**config.mk**
```make
export PLATFORM = sky130hd
export DESIGN_NAME = serial_subtractor
export DESIGN_NICKNAME = d
export VERILOG_FILES = /design/src/rtl/serial_sub_pkg.sv /design/src/rtl/full_subtractor.sv /design/src/rtl/serial_subtractor.sv
export SDC_FILE = /design/constraint.sdc
export NUM_CORES = 1
export LEC_CHECK = 0
export CORE_AREA = 4 4 48 50
export CTS_BUF_LIST = sky130_fd_sc_hd__clkbuf_4 sky130_fd_sc_hd__clkbuf_8
export DETAILED_ROUTE_END_ITERATION = 10
export DIE_AREA = 0 0 52 54
export PLACE_DENSITY = 0.81
export RECOVER_POWER = 25
export SLEW_MARGIN = 40
export SYNTH_ARGS = -nofsm -noshare
export SYNTH_HDL_FRONTEND = slang
export SYNTH_SLANG_ARGS = --single-unit
```
**constraint.sdc**
```tcl
create_clock -name clk -period 3 [get_ports clk]
set_input_delay 0.6 -clock clk [delete_from_list [all_inputs] [get_ports clk]]
set_output_delay 0.6 -clock clk [all_outputs]
set_load 0.005 [all_outputs]
```
**src/rtl/serial_sub_pkg.sv**
```systemverilog
// Shared definitions for the bit-serial subtractor.
//   state_t       : FSM encoding (IDLE=00, SHIFT=01, DONE=10), also exported
//                   on the debug port of serial_subtractor.
//   DEFAULT_WIDTH : default operand width.
package serial_sub_pkg;

  localparam int DEFAULT_WIDTH = 4;

  typedef enum logic [1:0] {
    IDLE  = 2'b00,
    SHIFT = 2'b01,
    DONE  = 2'b10
  } state_t;

endpackage

```
**src/rtl/full_subtractor.sv**
```systemverilog
// One-bit full subtractor: a - b - bin.
// Ports:
//   a, b  : minuend and subtrahend bits
//   bin   : borrow in
//   d     : difference bit
//   bout  : borrow out (set when a < b + bin)
// Purely combinational, so a ripple subtractor can reuse it directly.
module full_subtractor (
  input  logic a,
  input  logic b,
  input  logic bin,
  output logic d,
  output logic bout
);

  assign d    = a ^ b ^ bin;
  assign bout = (~a & b) | (~(a ^ b) & bin);

endmodule

```
**src/rtl/serial_subtractor.sv**
```systemverilog
// Bit-serial subtractor computing a - b - borrowIn, one bit per clock, LSB first.
// Ports:
//   clk        : rising-edge clock
//   resetN     : asynchronous active-low reset
//   start      : request, accepted at an edge while in IDLE or DONE
//   a, b       : minuend / subtrahend, captured when start is accepted
//   borrowIn   : initial borrow, captured when start is accepted
//   busy       : high while bits are being computed (SHIFT)
//   done       : one-cycle pulse; diff/borrowOut valid from this cycle on
//   diff       : a - b - borrowIn mod 2^WIDTH, holds until the next accept
//   borrowOut  : final borrow, updated only on entry to DONE
//   overflow   : signed overflow of the subtraction; present only when
//                SERIAL_SUB_OVERFLOW_EN is defined
//   state_dbg  : current FSM state
//
// Handshake: there is no separate ready signal. busy low means the block is in
// IDLE or DONE, and a start seen high at the next rising edge is accepted and
// its operands captured; start is ignored while busy is high.
module serial_subtractor
  import serial_sub_pkg::*;
#(
  parameter int WIDTH = DEFAULT_WIDTH
) (
  input  logic             clk,
  input  logic             resetN,
  input  logic             start,
  input  logic [WIDTH-1:0] a,
  input  logic [WIDTH-1:0] b,
  input  logic             borrowIn,
  output logic             busy,
  output logic             done,
  output logic [WIDTH-1:0] diff,
  output logic             borrowOut,
`ifdef SERIAL_SUB_OVERFLOW_EN
  output logic             overflow,
`endif
  output state_t           state_dbg
);

  localparam int CNT_W = $clog2(WIDTH);

  state_t             state;
  logic [WIDTH-1:0]   a_reg;
  logic [WIDTH-1:0]   b_reg;
  logic               brw;
  logic [CNT_W-1:0]   cnt;
  logic               bit_d;
  logic               bit_bout;
`ifdef SERIAL_SUB_OVERFLOW_EN
  logic               sign_a;
`endif

  assign state_dbg = state;

  // Per-bit step always works on the current LSBs and the running borrow.
  full_subtractor u_bit (
    .a    (a_reg[0]),
    .b    (b_reg[0]),
    .bin  (brw),
    .d    (bit_d),
    .bout (bit_bout)
  );

  always_ff @(posedge clk or negedge resetN) begin
    if (!resetN) begin
      state     <= IDLE;
      a_reg     <= '0;
      b_reg     <= '0;
      brw       <= 1'b0;
      cnt       <= '0;
      busy      <= 1'b0;
      done      <= 1'b0;
      diff      <= '0;
      borrowOut <= 1'b0;
`ifdef SERIAL_SUB_OVERFLOW_EN
      sign_a    <= 1'b0;
      overflow  <= 1'b0;
`endif
    end else begin
      case (state)
        // IDLE and DONE share the accept path so DONE can chain straight
        // into the next operation without an idle cycle.
        IDLE, DONE: begin
          done <= 1'b0;
          if (start) begin
            a_reg <= a;
            b_reg <= b;
            brw   <= borrowIn;
            diff  <= '0;
            cnt   <= '0;
            busy  <= 1'b1;
            state <= SHIFT;
`ifdef SERIAL_SUB_OVERFLOW_EN
            sign_a <= a[WIDTH-1];
`endif
          end else begin
            state <= IDLE;
          end
        end

        SHIFT: begin
          // Result bits enter at the MSB so after WIDTH steps bit 0 of the
          // operands has landed in diff[0].
          diff  <= {bit_d, diff[WIDTH-1:1]};
          a_reg <= a_reg >> 1;
          b_reg <= b_reg >> 1;
          brw   <= bit_bout;
          cnt   <= cnt + CNT_W'(1);
          if (cnt == CNT_W'(WIDTH - 1)) begin
            busy      <= 1'b0;
            done      <= 1'b1;
            borrowOut <= bit_bout;
            state     <= DONE;
`ifdef SERIAL_SUB_OVERFLOW_EN
            // On the last step b_reg[0] is b's sign bit and bit_d is the
            // result's sign bit.
            overflow  <= (sign_a != b_reg[0]) && (bit_d != sign_a);
`endif
          end
        end

        default: begin
          busy  <= 1'b0;
          done  <= 1'b0;
          state <= IDLE;
        end
      endcase
    end
  end

endmodule

```
==> metrics.md <==
| Metric | Value |
|---|---|
| Largest net degree at the start of global routing | `29` |
| Vias per inst | `5.25` |
| Fin nets | `121` |
| Total core area | `0.00190 mm2` |
| Post-DRT Antenna Nets | `0` |
| Fraction of registers with async set/reset | `100%` |
| Layout fillers | `170` |
| Total power | `1.12 mW` |
| Clock tree root buffer cell | `clkbuf_4` |
| Max VDD drop | `0.505 mV` |
| Die width | `52 um` |
| Worst hold path type | `in2async` |
| DR pass1 iterations | `4` |
| WP data arrival | `1.77 ns` |
| Top post-synthesis cells by area | `dfrtp_1 48%, mux2i_1 6.1%, a22o_1 5.3%, a211oi_1 4.6%, mux2_2 4.6%` |
| Leakage | `0.502 nW` |
| Sequential fraction of the synthesis area | `48.3%` |
| Area Growth Syn to Fin | `20.2%` |
| TritonCTS Sinks | `19` |
| Worst-case clock skew | `0.00701 ns` |
| Avg Inst Size Synth | `11.1 um2` |
| CTS tree | `yes` |
| Mapped Cells | `89` |
| Status | `completed` |
| Minimum clock period | `2.37 ns` |
| WP data required | `2.40 ns` |
| Initial antenna violation count | `0` |
| Slew headroom | `33.4%` |
| Synthesized cell area | `985 um2` |
| DR WL/cell | `13.1 um` |
| Unique masters post-synth | `26` |
| Clk pin slew, worst setup/hold paths | `0.10 ns` |
| Dpl hpwl | `1220 um` |
| Register bit total from synthesis | `19` |
| Post-CTS Setup Bufs | `0` |
| CP Cell Sequence | `clkdlybuf4s50_1` |
| Number of synthesized flops with an enable pin | `0` |
| Max-cap violations | `0` |
| Placer's final routability congestion estimate | `0.724` |
| CTS buffer count | `3` |
| Worst Setup Start Kind | `flop` |
| Global Route Usage Sum | `14.6%` |
| Starting Density | `51.8%` |
| Tcrit/Tclk final | `79.1%` |
| Worst-Margin Slew | `0.999 ns` |
| PortBufs | `20` |
| First DRT Iteration DRCs | `5` |
| GRT Max-Usage Layer | `met2` |
| CTS resizes | `0` |
| Buf/Inv on CP | `1` |
| Achievable frequency | `422 MHz` |
| Final Hold Fails | `0` |
| Num rows | `16` |
| Leading area contributor after synthesis | `dfrtp_1` |
| Synth warn | `0` |
| Num ports | `21` |
| Diode count | `0` |
| Die height | `54 um` |
| Cell Pwr Density | `950 mW/mm2` |
| Critical path's slowest cell | `dfrtp_1` |
| Worst Setup End Kind | `primary output` |
| Post-Route WL | `1740 um` |
| Cell class contributing the biggest share of worst-path delay | `flip-flops` |
| Syn_nets | `103` |
| Worst skew pair latency | `0.30 ns` |
| Post-synth top area share | `48.3%` |
| First-pass GRT wire length | `2970 um` |
| Critical-path maximum fanout | `28` |
| Remaining global-route overflow | `0` |
| Final setup viols | `0` |
| DR vias | `698` |
| Die ar. | `0.00281 mm2` |
| Crit-path max cell delay | `0.84 ns` |
| GR Util met2 | `24.1%` |
| Max clock buf depth | `2` |
| Crit Path Class | `reg2out` |
| M1 GR Usage | `17.9%` |
| Vias in the first global route | `705` |
| Synth Flop Type | `dfrtp_1` |
| H-tree depth | `1` |
| Global-route track usage on met3 | `2.49%` |
| Most common cell in the netlist | `dfrtp_1` |
| Setup TNS | `0 ns` |
| Slew Limit Fails | `0` |
| DRC | `0` |
| RSZ-0062 raised after global routing | `false` |
| Layout cells sized above 1 | `8.49%` |
| # hold bufs at CTS | `0` |
[cells by family after synthesis]
| logic type | after synthesis | share of synthesized area [%] |
|---|---|---|
| compound gates | 24 | 16.1 |
| mux | 11 | 12.2 |
| xor+xnor | 1 | 0.890 |
| buf+inv | 10 | 7.11 |
| flops | 19 | 48.3 |
| fa+ha+maj | 2 | 3.30 |
| simple gates | 22 | 12.1 |
[through the flow]
stage	hold WS, ns	std cells	util (%)	instance area, um2	worst slack, ns
floorplan	0.304	89	-	985	1.63
global placement	0.468	129	61.0	1160	0.957
detailed placement	0.489	129	60.7	1150	0.929
CTS	0.218	133	62.3	1180	0.591
global route	0.510	133	62.2	1180	0.479
finish	0.435	133	62.2	1180	0.628
[final timing paths]
| path | start | end | slack, ns | cells after the start |
|---|---|---|---|---|
| min in group clk | borrowOut$_DFFE_PN0P_ | borrowOut$_DFFE_PN0P_ | 0.51 | 2 |
| min reg2reg | borrowOut$_DFFE_PN0P_ | borrowOut$_DFFE_PN0P_ | 0.51 | 2 |
| min | resetN | a_reg[0]$_DFFE_PN0P_ | 0.44 | 1 |
| max reg2reg | done$_DFFE_PN0P_ | cnt[1]$_DFFE_PN0P_ | 1.44 | 2 |
| max in group asynchronous | resetN | b_reg[3]$_DFFE_PN0P_ | 1.96 | 1 |
| max | state_dbg[0]$_DFFE_PN0P_ | state_dbg[0] | 0.63 | 1 |
[cell type report]
| class | count | area, um2 | area share (%) |
|---|---|---|---|
| clock buffer | 4 | 30.0 | 2.54 |
| inverter | 3 | 11.3 | 0.951 |
| sequential | 19 | 475 | 40.2 |
| multi-input combinational | 60 | 439 | 37.1 |
| timing repair buffer | 20 | 194 | 16.4 |
| tap | 27 | 33.8 | 2.85 |
[power breakdown]
| part | leakage (nW) | internal [mW] | switching, mW |
|---|---|---|---|
| registers | 0.233 | 0.369 | 0.139 |
| clock network | 0.0184 | 0.0609 | 0.0759 |
| logic | 0.250 | 0.306 | 0.173 |
| total | 0.502 | 0.736 | 0.388 |
[routing by layer]
| layer | up-vias | part of all wire [%] |
|---|---|---|
| met1 | 326 | 46 |
| li1 | 349 | - |
| met4 | 0 | 2.6 |
| met5 | - | 0 |
| met3 | 5 | 5.4 |
| met2 | 18 | 46 |
[layout by cell type, fill, tap and decap left out]
| cell | instances |
|---|---|
| a211oi_1 | 6 |
| nand3b_1 | 1 |
| nand2_1 | 3 |
| mux2_4 | 1 |
| nor2b_1 | 6 |
| and2b_1 | 2 |
| mux2i_1 | 6 |
| ha_1 | 1 |
| o21ai_0 | 5 |
| nor3_1 | 1 |
| fa_1 | 1 |
| dfrtp_1 | 19 |
| clkbuf_1 | 1 |
| clkdlybuf4s50_1 | 19 |
| nand2b_1 | 3 |
| nor2_1 | 5 |
| a21oi_1 | 6 |
| a22o_1 | 6 |
| mux2_2 | 4 |
| xnor2_1 | 1 |
| o22ai_1 | 1 |
| inv_1 | 3 |
| nand3_1 | 1 |
| clkbuf_4 | 4 |
Note: power is estimated with default switching activity, not from simulation.
==> edit 1: new RTL, config.mk and constraints unchanged <==
Register the inputs `start` and `borrowIn` before use, without a reset. The logic sees them one clock later. The other inputs are not delayed to match.
--- a/src/rtl/serial_subtractor.sv
+++ b/src/rtl/serial_subtractor.sv
@@ -39,4 +39,12 @@
 
   localparam int CNT_W = $clog2(WIDTH);
+
+  logic start_q;
+  logic borrowIn_q;
+
+  always_ff @(posedge clk) begin
+    start_q    <= start;
+    borrowIn_q <= borrowIn;
+  end
 
   state_t             state;
@@ -83,8 +91,8 @@
         IDLE, DONE: begin
           done <= 1'b0;
-          if (start) begin
+          if (start_q) begin
             a_reg <= a;
             b_reg <= b;
-            brw   <= borrowIn;
+            brw   <= borrowIn_q;
             diff  <= '0;
             cnt   <= '0;
Check against the original RTL: not equivalent (a bounded check fails within 4 cycles, from zero or initial values and one cycle with resetN low).
==> edit 1 against the unedited design <==
Power rose by 5.0%; final area rose by 3.2%; critical path depth did not move; critical path type unchanged; sequential cell count rose by 2; area after synthesis rose by 4.1%; largest cell class unchanged; die area did not move; routed wire length rose by 2.1%; worst setup slack got worse by 12 ps.
==> edit 1: results <==
[global_routing]
grtUsageMet2 = 0.2490
grt_pass1_vias = 680
use_met1 = 0.1909
grt_pass1_wl_mm = 3.070

[power]
p_leak_nw = 0.5177
peakVddDrop_uv = 448.5

[detailed_routing]
wire_per_inst_um = 13.15
num_vias = 691
wl_mm = 1.775
drt_first_iter_violations = 3
firstDrtPassIters = 4

[timing]
skew_ps = 6.383
tightest_slew_ps = 987.3

[synthesis]
yosysSeqAreaShare = 0.5031
yosys.area_share.adder = 0.03175
yosys.area_share.xor_xnor = 0.008547
postSynth.asyncResetShare = 0.9048
synth_cell_type_count = 27
muxShareOfSynthArea = 0.1172
syn-num-nets = 105
synth.area.top_cells = dfrtp_1 (46%), mux2i_1 (5.9%), a22o_1 (5.1%), a211oi_1 (4.4%), mux2_2 (4.4%)
avgSynthCellArea_um2 = 11.26
synth_compound_area_frac = 0.1551

[placement]
place_hpwl_mm = 1.281
pre_cts_ws_ps = 949.2
place_congestion = 0.7562
placed_cells = 131

[clocking]
clkTransAtPathRegs_ps = 120
post_cts_buffers = 0
clockRootBuffer = clkbuf_4

[finish]
nFillCells = 164
layout-drive-gt1-share = 0.08333
fin_nets = 123

[critical_path]
slowest_delay_ps = 850

[status]
status = complete, no violations
[edit 1: cell count changes after synthesis]
cell / change
dfxtp_1: +2
[edit 1: metrics by stage]
| stage | cell area [um^2] | utilization | power [mW] |
|---|---|---|---|
| CTS | 1222 | 0.6428 | 1.200 |
| detailed placement | 1195 | 0.6283 | 1.062 |
| global placement | 1200 | 0.6309 | 1.033 |
| floorplan | 1025 | - | 0.8952 |
| global route | 1221 | 0.6421 | 1.297 |
| finish | 1221 | 0.6421 | 1.181 |
[edit 1: area by class of cell]
cell class,instances,share of cell area
sequential,21,0.4221
multi-input combinational,60,0.3596
timing repair buffer,20,0.1588
tap,27,0.02766
clock buffer,3,0.01844
inverter,3,0.009221
clock inverter,1,0.004098
[edit 1: power breakdown]
group / internal (mW) / switching, mW
Combinational: 0.319 / 0.179
Sequential: 0.401 / 0.147
Clock: 0.0498 / 0.0849
Total: 0.770 / 0.411
[edit 1: kinds of logic (layout without fill, tap and decap cells)]
group                    count (synthesis)  count (layout)
buffers and inverters                   10              27
flip-flops                              21              21
adder cells (fa/ha/maj)                  2               2
AO/OA/AOI/OAI                           24              24
multiplexers                            11              11
XOR/XNOR                                 1               1
AND/OR/NAND/NOR                         22              22
[edit 1: final timing paths]
path	end	slack, ps
setup reg to reg	cnt[1]	1440
setup / recovery	state_dbg[0]	620
max in group asynchronous	b_reg[1]	1980
min in group clk	borrowOut	500
hold / removal	a_reg[2]	420
hold reg to reg	borrowOut	500
[edit 1: per-layer routing]
| layer | wire [um] | up-vias |
|---|---|---|
| met5 | 0 | - |
| met4 | 47 | 0 |
| met3 | 107 | 5 |
| met2 | 861 | 18 |
| met1 | 758 | 316 |
| li1 | - | 352 |
==> edit 2: new RTL, config.mk and constraints unchanged <==
Made on the original files. The package constant `DEFAULT_WIDTH` goes from 4 to 2.
--- a/src/rtl/serial_sub_pkg.sv
+++ b/src/rtl/serial_sub_pkg.sv
@@ -5,5 +5,5 @@
 package serial_sub_pkg;
 
-  localparam int DEFAULT_WIDTH = 4;
+  localparam int DEFAULT_WIDTH = 2;
 
   typedef enum logic [1:0] {
Interface: changed (resized a, b and diff); port bits go from 21 to 15. No check against the original RTL was run, so the function may have changed too.
==> edit 2 against the unedited design <==
Sequential cell count fell by 6; via count fell by 36%; synthesized cell count fell by 37%; power fell by 26%; routed wire length fell by 34%; final area fell by 31%; area after synthesis fell by 36%; worst setup slack improved by 220 ps.
==> edit 2: results <==
[status]
status = complete, no violations

[min_path]
hold_path_class = flip-flop to flip-flop

[critical_path]
crit_arrival_ps = 1560
rr_startpoint = b_reg[0]
reg2reg_depth = 4
ff2ff_setup_slack_ps = 1550

[placement]
dpl-instance-area_um2 = 782.0
place_congestion = 0.7289

[global_routing]
grt_max_degree = 20
grt_use_total = 0.09208
grt_pass1_vias = 427
grt_pass1_wl_mm = 1.807

[timing]
fmax_mhz = 463.6

[finish]
layout-drive-gt1-share = 0.1143
layout.cells.non_filler = 97

[clocking]
clkTransAtPathRegs_ps = 80
worstSkewPairLatency_ps = 270

[synthesis]
muxShareOfSynthArea = 0.1460
syn-num-nets = 65
synth_cell_type_count = 19
yosys.area_share.adder = 0.03156
synth.area.top_cells = dfrtp_1 (51%), mux2i_1 (6.3%), mux2_4 (4.7%), a22o_1 (4.1%), a211oi_1 (3.6%)

[detailed_routing]
vias_per_cell = 4.588
drt_first_iter_violations = 3

[power]
peakVddDrop_uv = 369.3
-- edit 2: cell types whose count changed after synthesis, sizes merged, moves of 2 or more --
cell	delta
and2b	-2
clkbuf	-2
dfrtp	-6
a21oi	-3
mux2i	-2
a211oi	-3
nand2b	-3
a22o	-3
nor2b	-3
-- edit 2: cells by family after synthesis --
| family | Yosys count |
|---|---|
| AOI/OAI and AO/OA | 13 |
| xor gates and xnor gates | 1 |
| adders and majority gates | 1 |
| buffers and inverters | 7 |
| DFF | 13 |
| muxes | 8 |
| and+or+nand+nor | 13 |
-- edit 2: report_power, final --
part	switching, mW	leakage, nW	total (mW)	internal [mW]
logic	0.116	0.171	0.354	0.238
registers	0.110	0.162	0.365	0.256
clock network	0.0545	0.0184	0.115	0.0605
total	0.280	0.351	0.835	0.554
-- edit 2: cell type report --
cell class | instances | area [um^2]
multi-input combinational | 36 | 271.5
fill | 182 | 1090
timing repair buffer | 14 | 140.1
inverter | 3 | 11.26
sequential | 13 | 325.3
tap | 27 | 33.78
clock buffer | 4 | 30.03
-- edit 2: how the worst min path moves through the flow --
stage                            to  slack [ps]  cells after the start
after floorplan            a_reg[0]         300                      0
after CTS                 borrowOut         490                      2
after detailed placement  borrowOut         470                      2
after global routing           busy         540                      2
after global placement    borrowOut         470                      2
final                     borrowOut         490                      2
-- edit 2: routing by layer --
metal,vias up,GRT usage,part of all wire
met4,0,0.06550,0
li1,222,-,-
met2,11,0.1444,0.48
met3,0,0.02493,0.068
met1,212,0.1087,0.46
met5,-,0,0
